===== config.mk =====
export PLATFORM = sky130hd
export DESIGN_NAME = control_unit
export DESIGN_NICKNAME = d
export VERILOG_FILES = /design/src/rtl/control_unit.sv
export SDC_FILE = /design/constraint.sdc
export NUM_CORES = 1
export LEC_CHECK = 0
export CAP_MARGIN = 20
export CORE_AREA = 2 2 39 41
export DETAILED_ROUTE_END_ITERATION = 12
export DIE_AREA = 0 0 41 43
export GPL_ROUTABILITY_DRIVEN = 0
export PLACE_DENSITY = 0.73
export SETUP_SLACK_MARGIN = 0.1
export SYNTH_ARGS = -nofsm -noshare
export SYNTH_HDL_FRONTEND = slang
export SYNTH_SLANG_ARGS = --single-unit

===== constraint.sdc =====
create_clock -name CLK -period 1.63 [get_ports CLK]
set_input_delay 0.326 -clock CLK [delete_from_list [all_inputs] [get_ports CLK]]
set_output_delay 0.326 -clock CLK [all_outputs]
set_load 0.03 [all_outputs]

===== src/rtl/control_unit.sv =====
// Multicycle controller for a small MIPS subset: Moore FSM walking IF/ID/EXE/MEM/WB, plus HALT.
// One state per CLK edge; outputs are purely combinational from state, opcode and zero (no handshake).
module control_unit (
  input  logic       CLK,
  input  logic       Reset,
  input  logic [5:0] opcode,
  input  logic       zero,
  output logic       PCWre,
  output logic [1:0] PCSrc,
  output logic       IRWre,
  output logic       ALUSrcB,
  output logic       RegDst,
  output logic       RegWre,
  output logic       ExtSel,
  output logic       DBDataSrc,
  output logic       MemRead,
  output logic       MemWrite,
  output logic [2:0] ALUOp,
  output logic [2:0] state
);

  typedef enum logic [2:0] {
    S_IF   = 3'b000,
    S_ID   = 3'b001,
    S_EXE  = 3'b010,
    S_MEM  = 3'b011,
    S_WB   = 3'b100,
    S_HALT = 3'b101
  } state_t;

  localparam logic [5:0] OP_ADD  = 6'b000000;
  localparam logic [5:0] OP_SUB  = 6'b000001;
  localparam logic [5:0] OP_ADDI = 6'b000010;
  localparam logic [5:0] OP_LW   = 6'b110000;
  localparam logic [5:0] OP_SW   = 6'b110001;
  localparam logic [5:0] OP_BEQ  = 6'b110100;
  localparam logic [5:0] OP_J    = 6'b111000;
  localparam logic [5:0] OP_HALT = 6'b111111;

  localparam logic [1:0] PC_SEQ    = 2'b00;
  localparam logic [1:0] PC_BRANCH = 2'b01;
  localparam logic [1:0] PC_JUMP   = 2'b10;

  state_t state_q;
  state_t state_d;

  logic is_add;
  logic is_sub;
  logic is_addi;
  logic is_lw;
  logic is_sw;
  logic is_beq;
  logic is_j;
  logic is_halt;
  logic is_rtype;
  logic is_imm;

  // Opcode is held by the IR from ID onward, so decode can be used directly.
  always_comb begin
    is_add   = (opcode == OP_ADD);
    is_sub   = (opcode == OP_SUB);
    is_addi  = (opcode == OP_ADDI);
    is_lw    = (opcode == OP_LW);
    is_sw    = (opcode == OP_SW);
    is_beq   = (opcode == OP_BEQ);
    is_j     = (opcode == OP_J);
    is_halt  = (opcode == OP_HALT);
    is_rtype = is_add | is_sub;
    is_imm   = is_addi | is_lw | is_sw;
  end

  always_ff @(posedge CLK or negedge Reset) begin
    if (!Reset) begin
      state_q <= S_IF;
    end else begin
      state_q <= state_d;
    end
  end

  always_comb begin
    state_d   = S_IF;
    PCWre     = 1'b0;
    PCSrc     = PC_SEQ;
    IRWre     = 1'b0;
    ALUSrcB   = 1'b0;
    RegDst    = 1'b0;
    RegWre    = 1'b0;
    ExtSel    = 1'b0;
    DBDataSrc = 1'b0;
    MemRead   = 1'b0;
    MemWrite  = 1'b0;
    ALUOp     = 3'b000;

    case (state_q)
      S_IF: begin
        IRWre   = 1'b1;
        state_d = S_ID;
      end

      S_ID: begin
        if (is_halt) begin
          state_d = S_HALT;
        end else if (is_rtype | is_imm | is_beq) begin
          state_d = S_EXE;
        end else begin
          // j and nop both retire here
          PCWre   = 1'b1;
          PCSrc   = is_j ? PC_JUMP : PC_SEQ;
          state_d = S_IF;
        end
      end

      S_EXE: begin
        ALUOp   = (is_sub | is_beq) ? 3'b001 : 3'b000;
        ALUSrcB = is_imm;
        ExtSel  = is_imm | is_beq;
        if (is_beq) begin
          PCWre   = 1'b1;
          PCSrc   = zero ? PC_BRANCH : PC_SEQ;
          state_d = S_IF;
        end else if (is_lw | is_sw) begin
          state_d = S_MEM;
        end else if (is_rtype | is_addi) begin
          state_d = S_WB;
        end else begin
          state_d = S_IF;
        end
      end

      S_MEM: begin
        MemRead  = is_lw;
        MemWrite = is_sw;
        if (is_lw) begin
          state_d = S_WB;
        end else begin
          PCWre   = is_sw;
          state_d = S_IF;
        end
      end

      S_WB: begin
        PCWre     = 1'b1;
        RegWre    = 1'b1;
        RegDst    = is_rtype;
        DBDataSrc = is_lw;
        state_d   = S_IF;
      end

      S_HALT: begin
        state_d = S_HALT;
      end

      default: begin
        state_d = S_IF;
      end
    endcase
  end

  assign state = state_q;

endmodule


==> out/metrics.yaml <==
place:
  pre_cts_slack_ns: -0.550
  io_buffers: 23
  hpwl_mm: 1.29
  place_area_um2: 903
sta:
  hold_viol: 0
  period_minus_slack_ns: 1.92
  report.final.slew_viol_count: 0
  fin_skew_ns: 0.00253
  timing.final.ws_setup_ns: -0.285
  fmax_ghz: 0.522
  rsz0062_at_grt: "true"
  setup_violations: 10
  fin_crit_sh_pct: 117
worst_setup_path:
  critical_path.max_fanout: 3
  rr_worst_depth: 6
  arrival_ns: 1.59
  crit_type: "flop to output port"
  setup.worst_path.start_class: "flop"
  endpoint_kind: "output port"
  required_ns: 1.30
yosys:
  yosys_warnings: 0
  netlist-cell-type-count: 32
  synthCells: 63
  ys_seq_elements: 3
  synth_area_um2: 450
  avgSynthCellArea_um2: 7.15
  yosysSeqAreaShare_pct: 16.7
clock_tree:
  cts_max_path_buffers: 2
  cts_hold_buf: 0
  clk_pin_slew_worst_paths_ns: 0.04
  tritoncts: "done"
  clkLatencyLatePin_ns: 0.23
  cts_root_buf: "clkbuf_4"
  clock_sinks: 3
  htreeDepth: 1
  cts_buffers: 3
outcome:
  failed_checks: "negative setup slack"
  status: "complete, but fails checks"
drt:
  wirelength_mm: 1.95
  route.detailed.drc: 0
  ant_nets: 0
  drt_iter0_drc: 4
  wl_per_cell_um: 15.0
  vias: 677
  drt_first_pass_iters: 3
  viasPerCell: 5.21
min_path:
  hold_class: "input port to async pin"
power_and_ir_drop:
  power_density_mw_per_mm2: 795
  ir_worst_vdd_v: 0.000323
  total_power_w: 0.000875
  leakagePower_nw: 0.501
die:
  core_mm2: 0.00138
  initial_core_util_pct: 32.5
  die_w_um: 41
  io_pins: 26
  die_y_um: 43
  rows: 14
  dieArea_mm2: 0.00176
finish:
  antenna_cells: 0
  nets: 124
  design_area_mm2: 0.00110
  layout-drive-gt1-share_pct: 72.8
  syn2layout_area_growth_pct: 144
  largest_register_ffs: 3
grt:
  track_usage_pct: 23.2
  grt_overflow: 0
  antenna_found_initial: 0
  grt_max_degree: 7
  grt_pass1_wl_mm: 2.78
  grt_pass1_vias: 682
flow_run:
  drv_cap: 0
-- stage by stage --
stage | hold slack (ns) | util [%] | std cells | TNS (ns)
final | 0.282 | 79.6 | 130 | -1.99
after global routing | 0.295 | 79.6 | 130 | -2.38
after CTS | 0.266 | 76.4 | 128 | -1.58
after detailed placement | 0.520 | 65.3 | 121 | -4.74
after global placement | 0.514 | 65.3 | 121 | -4.65
after floorplan | 0.0304 | - | 64 | -0.463
-- where the power goes --
group	internal (W)	switching, W	total (W)
sequential	0.0000937	0.0000380	0.000132
clock	0.0000921	0.0000436	0.000136
combinational	0.000295	0.000313	0.000608
total	0.000481	0.000394	0.000875
-- cells in the final DEF (no fill, tap or decap), types with 2 or more instances in the layout --
| cell type | count |
|---|---|
| buf_4 | 28 |
| buf_6 | 14 |
| clkbuf_4 | 3 |
| clkdlybuf4s15_1 | 2 |
| clkdlybuf4s15_2 | 3 |
| clkdlybuf4s50_1 | 2 |
| conb_1 | 2 |
| dfrtp_2 | 3 |
| dlygate4sd2_1 | 2 |
| inv_2 | 3 |
| nand2_1 | 3 |
| nand2_4 | 2 |
| nand2b_4 | 3 |
| nor2_1 | 3 |
| nor2_4 | 4 |
| nor3_1 | 2 |
| nor3_2 | 4 |
| nor3_4 | 3 |
| nor3b_1 | 2 |
-- path summary, 6_finish.rpt --
| check | from | endpoint | slack, ns |
|---|---|---|---|
| worst max-delay path | state[2] | ExtSel | -0.29 |
| worst min-delay path | Reset | state[2] | 0.28 |
| worst max register to register | state[2] | state[2] | 0.11 |
| worst min register to register | state[1] | state[0] | 0.71 |
| max in group asynchronous | Reset | state[1] | 1.18 |
| min in group CLK | opcode[2] | state[0] | 0.59 |
-- critical path: stages (launching register included) --
cell	delay, ns
dfrtp_2	0.40
nand2b_4	0.16
nor3_4	0.26
buf_4	0.18
nand2b_4	0.07
o21ai_4	0.12
buf_6	0.14
-- synth_stat cells --
library cell | number | share of area, %
a22o_1 | 1 | 1.9
o31ai_1 | 1 | 1.7
xor2_1 | 1 | 1.9
nand3_1 | 2 | 2.2
and4b_1 | 1 | 2.2
buf_2 | 2 | 2.2
o2111ai_1 | 1 | 1.9
a21oi_2 | 1 | 1.9
nand4b_1 | 1 | 1.9
a2111o_1 | 1 | 2.5
and3_1 | 1 | 1.4
a21oi_1 | 2 | 2.2
nor3_1 | 7 | 7.8
nor3_2 | 2 | 4.4
nor3b_1 | 3 | 5.0
o221ai_1 | 1 | 1.9
nand2_1 | 4 | 3.3
nand2b_1 | 3 | 4.2
nor2b_1 | 1 | 1.4
buf_6 | 2 | 5.0
nor4_1 | 1 | 1.4
buf_4 | 3 | 5.0
nand2_4 | 1 | 2.5
nand4_1 | 1 | 1.4
inv_1 | 4 | 3.3
a211o_1 | 1 | 1.9
nor2_1 | 7 | 5.8
or3_1 | 1 | 1.4
conb_1 | 1 | 0.83
o21ai_0 | 1 | 1.1
nand2_2 | 1 | 1.4
dfrtp_1 | 3 | 17
-- cell families (layout without fill, tap and decap cells) --
family	after synthesis	count (layout)	share of synthesized area (%)
xor+xnor	1	1	1.94
simple gates	37	37	47.8
other cells	1	2	0.833
compound gates	10	10	17.2
buf+inv	11	61	15.6
flops	3	3	16.7
-- area by class of cell --
class                   count  area (um2)
clock buffers               4        26.3
well taps                  16        20.0
multi-input cells          50         492
repair buffers             53         469
fillers                    91         283
inverters                   4        15.0
flip-flops and latches      3        78.8
-- per-layer routing --
layer / track usage (%) / vias to the layer above / share of wire (%)
met5: 0 / - / 0
met1: 22.3 / 331 / 33
met2: 45.0 / 22 / 61
li1: - / 320 / -
met4: 9.33 / 0 / 0.97
met3: 2.09 / 4 / 4.7
-- repair_timing --
action	4_1_cts	5_1_grt
buffers inserted	3	2
gates resized for setup	43	11
pin swaps	8	6
setup endpoints to repair	16	13
Power figures use the tool's default switching activity.
